## src/rtl/alu_arb_pkg.sv

```systemverilog
// alu_arb_pkg: shared definitions for the ALU share arbiter.
//   - ALU ctrl and compare sub-op codes
//   - arbiter state type
//   - op_legal(): true when a ctrl/comp pair may be issued to the ALU
package alu_arb_pkg;

  localparam logic [3:0] CtrlAnd  = 4'b0000;
  localparam logic [3:0] CtrlOr   = 4'b0001;
  localparam logic [3:0] CtrlAdd  = 4'b0010;
  localparam logic [3:0] CtrlSub  = 4'b0110;
  localparam logic [3:0] CtrlComp = 4'b0111;
  localparam logic [3:0] CtrlNor  = 4'b1100;
  localparam logic [3:0] CtrlNand = 4'b1101;

  localparam logic [2:0] CompSlt  = 3'b000;
  localparam logic [2:0] CompSgt  = 3'b001;
  localparam logic [2:0] CompSle  = 3'b010;
  localparam logic [2:0] CompSge  = 3'b011;
  localparam logic [2:0] CompSne  = 3'b100;
  localparam logic [2:0] CompSltu = 3'b101;
  localparam logic [2:0] CompSeq  = 3'b110;

  typedef enum logic [1:0] {
    StIdle = 2'd0,
    StExec = 2'd1,
    StResp = 2'd2
  } arb_state_e;

  function automatic logic op_legal(input logic [3:0] ctrl, input logic [2:0] comp);
    logic legal;
    case (ctrl)
      CtrlAnd, CtrlOr, CtrlAdd, CtrlSub, CtrlNor, CtrlNand: legal = 1'b1;
      CtrlComp: legal = comp inside {CompSlt, CompSgt, CompSle, CompSge,
                                     CompSne, CompSltu, CompSeq};
      default:  legal = 1'b0;
    endcase
    return legal;
  endfunction

endpackage

```

## src/rtl/alu_rr_pick.sv

```systemverilog
// alu_rr_pick: combinational 2-way round-robin picker.
// Ports:
//   valid_i      : request valids, bit N = requester N
//   last_grant_i : requester granted most recently
//   grant_o      : one-hot grant (all zero when nothing is valid)
//   grant_id_o   : index of the granted requester
module alu_rr_pick (
  input  logic [1:0] valid_i,
  input  logic       last_grant_i,
  output logic [1:0] grant_o,
  output logic       grant_id_o
);

  always_comb begin
    grant_id_o = 1'b0;
    case (valid_i)
      2'b11:   grant_id_o = ~last_grant_i;  // tie: the one not served last
      2'b10:   grant_id_o = 1'b1;
      default: grant_id_o = 1'b0;
    endcase
    grant_o = valid_i & (grant_id_o ? 2'b10 : 2'b01);
  end

endmodule

```

## src/rtl/alu_share_arbiter.sv

```systemverilog
// alu_share_arbiter: shares one external combinational ALU between two requesters.
// One operation is in flight at a time: IDLE (arbitrate) -> EXEC (drive ALU) -> RESP.
// Ports:
//   clk_i, rst_i     : clock, synchronous active-high reset
//   req{0,1}_*       : request channels (valid/ready, src1, src2, ctrl, comp)
//   rsp{0,1}_*       : response channels, held until rsp ready
//   alu_*_o / alu_*_i: operands/opcode to the shared ALU, result and flags back
//   ops_done_o       : responses accepted since reset, wraps
module alu_share_arbiter
  import alu_arb_pkg::*;
#(
  parameter int unsigned DATA_W = 32,
  parameter int unsigned CNT_W  = 16
) (
  input  logic              clk_i,
  input  logic              rst_i,
  input  logic              req0_valid_i,
  output logic              req0_ready_o,
  input  logic [DATA_W-1:0] req0_src1_i,
  input  logic [DATA_W-1:0] req0_src2_i,
  input  logic [3:0]        req0_ctrl_i,
  input  logic [2:0]        req0_comp_i,
  input  logic              req1_valid_i,
  output logic              req1_ready_o,
  input  logic [DATA_W-1:0] req1_src1_i,
  input  logic [DATA_W-1:0] req1_src2_i,
  input  logic [3:0]        req1_ctrl_i,
  input  logic [2:0]        req1_comp_i,
  output logic              rsp0_valid_o,
  input  logic              rsp0_ready_i,
  output logic [DATA_W-1:0] rsp0_result_o,
  output logic [2:0]        rsp0_flags_o,
  output logic              rsp0_err_o,
  output logic              rsp1_valid_o,
  input  logic              rsp1_ready_i,
  output logic [DATA_W-1:0] rsp1_result_o,
  output logic [2:0]        rsp1_flags_o,
  output logic              rsp1_err_o,
  output logic              alu_rst_n_o,
  output logic [DATA_W-1:0] alu_src1_o,
  output logic [DATA_W-1:0] alu_src2_o,
  output logic [3:0]        alu_ctrl_o,
  output logic [2:0]        alu_comp_o,
  input  logic [DATA_W-1:0] alu_result_i,
  input  logic              alu_zero_i,
  input  logic              alu_cout_i,
  input  logic              alu_overflow_i,
  output logic [CNT_W-1:0]  ops_done_o
);

  arb_state_e        r_state;
  logic              r_last_grant;
  logic              r_id;
  logic              r_err;
  logic              r_alu_rst_n;
  logic [DATA_W-1:0] r_src1;
  logic [DATA_W-1:0] r_src2;
  logic [DATA_W-1:0] r_result;
  logic [3:0]        r_ctrl;
  logic [2:0]        r_comp;
  logic [2:0]        r_flags;
  logic [CNT_W-1:0]  r_ops_done;

  logic [1:0]        w_grant;
  logic              w_grant_id;
  logic              w_handshake;
  logic              w_legal;
  logic              w_rsp_accept;
  logic              w_exec;
  logic [DATA_W-1:0] w_src1;
  logic [DATA_W-1:0] w_src2;
  logic [3:0]        w_ctrl;
  logic [2:0]        w_comp;

  alu_rr_pick u_pick (
    .valid_i      ({req1_valid_i, req0_valid_i}),
    .last_grant_i (r_last_grant),
    .grant_o      (w_grant),
    .grant_id_o   (w_grant_id)
  );

  // Payload of the granted requester.
  assign w_src1 = w_grant_id ? req1_src1_i : req0_src1_i;
  assign w_src2 = w_grant_id ? req1_src2_i : req0_src2_i;
  assign w_ctrl = w_grant_id ? req1_ctrl_i : req0_ctrl_i;
  assign w_comp = w_grant_id ? req1_comp_i : req0_comp_i;
  assign w_legal = op_legal(w_ctrl, w_comp);

  assign req0_ready_o = (r_state == StIdle) && w_grant[0];
  assign req1_ready_o = (r_state == StIdle) && w_grant[1];
  assign w_handshake  = (r_state == StIdle) && (req0_valid_i || req1_valid_i);
  assign w_rsp_accept = (r_state == StResp) && (r_id ? rsp1_ready_i : rsp0_ready_i);

  assign rsp0_valid_o  = (r_state == StResp) && !r_id;
  assign rsp1_valid_o  = (r_state == StResp) && r_id;
  assign rsp0_result_o = r_result;
  assign rsp1_result_o = r_result;
  assign rsp0_flags_o  = r_flags;
  assign rsp1_flags_o  = r_flags;
  assign rsp0_err_o    = r_err;
  assign rsp1_err_o    = r_err;

  // The ALU only sees the operation during EXEC; otherwise it is held at zero.
  assign w_exec      = (r_state == StExec);
  assign alu_src1_o  = w_exec ? r_src1 : '0;
  assign alu_src2_o  = w_exec ? r_src2 : '0;
  assign alu_ctrl_o  = w_exec ? r_ctrl : '0;
  assign alu_comp_o  = w_exec ? r_comp : '0;
  assign alu_rst_n_o = r_alu_rst_n;
  assign ops_done_o  = r_ops_done;

  always_ff @(posedge clk_i) begin
    r_alu_rst_n <= ~rst_i;
    if (rst_i) begin
      r_state      <= StIdle;
      r_last_grant <= 1'b1;
      r_id         <= 1'b0;
      r_src1       <= '0;
      r_src2       <= '0;
      r_ctrl       <= '0;
      r_comp       <= '0;
      r_result     <= '0;
      r_flags      <= '0;
      r_err        <= 1'b0;
      r_ops_done   <= '0;
    end else begin
      case (r_state)
        StIdle: begin
          if (w_handshake) begin
            r_src1       <= w_src1;
            r_src2       <= w_src2;
            r_ctrl       <= w_ctrl;
            r_comp       <= w_comp;
            r_id         <= w_grant_id;
            r_last_grant <= w_grant_id;
            if (w_legal) begin
              r_state <= StExec;
            end else begin
              // Illegal ops never reach the ALU; answer immediately with an error.
              r_result <= '0;
              r_flags  <= '0;
              r_err    <= 1'b1;
              r_state  <= StResp;
            end
          end
        end
        StExec: begin
          r_result <= alu_result_i;
          r_flags  <= {alu_overflow_i, alu_cout_i, alu_zero_i};
          r_err    <= 1'b0;
          r_state  <= StResp;
        end
        StResp: begin
          if (w_rsp_accept) begin
            r_state    <= StIdle;
            r_ops_done <= r_ops_done + CNT_W'(1);
          end
        end
        default: r_state <= StIdle;
      endcase
    end
  end

endmodule
```

## config.mk

```make
export PLATFORM = sky130hd
export DESIGN_NAME = alu_share_arbiter
export DESIGN_NICKNAME = d
export VERILOG_FILES = /design/src/rtl/alu_arb_pkg.sv /design/src/rtl/alu_rr_pick.sv /design/src/rtl/alu_share_arbiter.sv
export SDC_FILE = /design/constraint.sdc
export NUM_CORES = 1
export LEC_CHECK = 0
export ABC_CLOCK_PERIOD_IN_PS = 3350
export CAP_MARGIN = 10
export CORE_AREA = 2 2 136 138
export DETAILED_ROUTE_END_ITERATION = 8
export DIE_AREA = 0 0 138 140
export GPL_TIMING_DRIVEN = 0
export PLACE_DENSITY = 0.74
export SLEW_MARGIN = 20
export SYNTH_ARGS = -nofsm -noshare
export SYNTH_HDL_FRONTEND = slang
export SYNTH_SLANG_ARGS = --single-unit
```

## constraint.sdc

```tcl
create_clock -name clk_i -period 3.35 [get_ports clk_i]
set_input_delay 0.335 -clock clk_i [delete_from_list [all_inputs] [get_ports clk_i]]
set_output_delay 0.335 -clock clk_i [all_outputs]
set_load 0.005 [all_outputs]
```

==> flow_metrics.py <==
metrics = {
    "outcome": {
        "outcome": "complete, no violations",
    },
    "routing": {
        "dr.pass1.iters": 5,
        "antenna_left": 0,
        "vias_per_cell": 5.02,
        "drt_iter0_drc": 333,
        "drc_errors": 0,
        "routed_wl_mm": 23.3,
        "wl_per_cell_um": 17.0,
        "num_vias": 6899,
    },
    "placement": {
        "pre_cts_slack_ps": 49.7,
        "place_inst": 1340,
        "post-dp-hpwl_mm": 18.2,
        "gp_congestion": 0.834,
        "dpl_cell_area_sq_um": 9930,
        "io_buffers": 346,
    },
    "critical_path": {
        "worstPathCellList": "clkdlybuf4s50_1 -> a21bo_2 -> clkbuf_1 -> clkbuf_1 -> and3_1 -> clkdlybuf4s50_1",
        "rr_worst_depth": 7,
        "slowest_stage": "clkdlybuf4s50_1",
        "start_kind": "primary input",
        "r2r-end": "r_src1[21]",
        "critPathArrivalTime_ps": 2740,
        "cp_max_fo": 10,
        "r2r_setup_slack_ps": 1070,
        "cp-end-kind": "primary output",
        "crit_type": "primary input to primary output",
        "cp_data_required_time_ps": 3010,
        "critPathMaxStageDelay_ps": 550,
        "worstReg2RegStart": "r_state[1]",
    },
    "global_route": {
        "grt_max_degree": 17,
        "first_global_vias": 6597,
        "antenna_found_initial": 0,
        "grtUsageTotal_pct": 23.5,
        "grt_overflow": 0,
        "grt_pass1_wl_mm": 35.9,
    },
    "synth": {
        "yosys.area.top_type": "dfxtp_1",
        "yosys-top-cells-area": "dfxtp_1, a311oi_1, nand2_1",
        "synth_cell_types": 40,
        "synth_edf_count": 0,
        "synth-seq-cells": 128,
        "yosys_warnings": 0,
        "synth_area_per_cell_sq_um": 8.08,
        "async_flop_share_pct": 0,
        "yosysSeqAreaShare_pct": 41.5,
        "synth_area_sq_um": 6180,
        "synth_cells": 765,
        "syn_nets": 949,
        "ys.flop_type": "dfxtp_1",
        "synth_top_area_share_pct": 41.5,
    },
    "cts": {
        "clkTransAtPathRegs_ps": 60,
        "clockRootBuffer": "clkbuf_16",
        "postCtsSetupRepairBufs": 0,
        "cts_hold_buf": 0,
        "clock-sinks": 128,
        "cts_inserted_buffers": 17,
        "cts_tree": "yes",
        "clkLatencyLatePin_ps": 420,
        "cts_buffer_depth": 2,
        "cts_max_level": 4,
    },
    "floorplanning": {
        "die_area_sq_um": 19300,
        "coreArea_sq_um": 17800,
        "std_cell_rows": 49,
        "initial_core_util_pct": 34.8,
        "fp.dieW_um": 138,
        "ios": 347,
        "die_y_um": 140,
    },
    "hold_path": {
        "worstHoldPathType": "primary input to flip-flop",
        "holdPathEnd": "r_src1[8]",
        "hold_start": "req1_src1_i[8]",
        "whs_path_depth": 3,
    },
    "final_layout": {
        "diodes": 0,
        "post_route_cells_drive_above_1_share_pct": 6.38,
        "finalNonFillerCells": 1373,
        "layout_commonest_cell": "clkdlybuf4s50_1",
        "mostFrequentLayoutCells": "clkdlybuf4s50_1, nand2_1, dfxtp_1",
        "fin_util_pct": 59.5,
        "area_growth_pct": 71.3,
        "final_area_sq_um": 10600,
        "final_nets": 1315,
    },
    "timing": {
        "hold_slack_ps": 490,
        "fin_crit_sh_pct": 91.8,
        "relSlewSlack_pct": 47.3,
        "period_needed_ps": 3080,
        "final_max_slew_viol_count": 0,
        "skew_ps": 8.57,
        "setup_slack_ps": 274,
        "setup_viol": 0,
        "tns_ps": 0,
        "tightest_slew_ps": 768,
        "rsz0062_at_grt": "no",
        "fmax_mhz": 325,
        "final_hold_viol_count": 0,
    },
    "run": {
        "cap_viol_max_count": 0,
    },
    "power": {
        "ir_worst_vdd_v": 0.000334,
        "power.density_nw_per_um2": 466,
        "p_leak_nw": 4.13,
        "power_mw": 4.94,
    },
}
## repair_timing
action                                  CTS  global route
endpoints found under the setup margin   30             4
gates resized for setup                   2             2
endpoints found under the hold margin     0             0
## Yosys cell counts, types with 2 or more instances
cell and number:
nand2_1 148, dfxtp_1 128, nor2_1 85, and2_1 72, a311oi_1 71, clkbuf_1 69, a32o_1 37, and3_1 36
buf_4 36, a21oi_1 13, xnor2_1 7, nand3_1 6, o21ai_0 5, or3_1 5, inv_1 4, nor2b_1 4
nor4_1 4, o31ai_1 4, or4_1 4, mux2i_1 2, nand2b_1 2, nand4_1 2, nand4b_1 2, nor3_1 2
xor2_1 2
## worst max-delay path, delay by kind of cell
| kind | cells | cell delay, ps |
|---|---|---|
| and+or+nand+nor | 1 | 230 |
| AOI/OAI and AO/OA | 1 | 170 |
| buffers and inverters | 4 | 2000 |
## sequential cells by signal (all words and copies together) (netlist names)
name	flops
r_src1	32
r_src2	32
rsp0_result_o	32
ops_done_o	16
r_ctrl	4
r_comp	3
rsp0_flags_o	3
r_state	2
alu_rst_n_o	1
r_id	1
r_last_grant	1
rsp0_err_o	1
## cell type report
cell class                 count  area (sq um)
clock buffer                  22           464
sequential                   128          2560
timing repair buffer         347          3470
fill                        1621          7190
clock inverter                10           183
inverter                       5          18.8
buffer                       107           542
multi-input combinational    525          3060
tap                          229           287
## where the power goes
group / leakage, nW / total, mW / internal (mW) / switching (mW)
Sequential: 1.05 / 1.78 / 1.69 / 0.0885
Clock: 0.318 / 2.04 / 1.36 / 0.684
Combinational: 2.76 / 1.11 / 0.576 / 0.535
## how the worst max path moves through the flow
stage	end	slack (ps)	from	cells after the start
2_1_floorplan	ops_done_o[14]	1550	r_state[0]	6
3_3_place_gp	alu_comp_o[0]	80	r_state[0]	6
3_5_place_dp	alu_ctrl_o[0]	50	r_state[0]	6
4_1_cts	alu_comp_o[0]	60	r_state[0]	6
5_1_grt	alu_comp_o[0]	120	r_state[0]	6
6_report	req0_ready_o	270	req0_valid_i	6
## cell families (layout without fill, tap and decap cells)
| family | after synthesis | in the layout | share of synthesized area, % |
|---|---|---|---|
| AO/OA/AOI/OAI | 137 | 137 | 18.9 |
| buffers and inverters | 112 | 491 | 9.01 |
| adder cells (fa/ha/maj) | 1 | 1 | 0.202 |
| XOR/XNOR | 9 | 9 | 1.28 |
| multiplexers | 3 | 3 | 0.506 |
| flip-flops | 128 | 128 | 41.5 |
| AND/OR/NAND/NOR | 375 | 375 | 28.6 |
## metal layers
| metal | vias up | global-route usage, % | routed length, um |
|---|---|---|---|
| li1 | 3395 | - | - |
| met1 | 3182 | 26.5 | 9290 |
| met2 | 282 | 41.7 | 11700 |
| met3 | 40 | 7.21 | 1720 |
| met4 | 0 | 8.65 | 663 |
| met5 | - | 0 | 0 |
(Power assumes the default switching activity.)
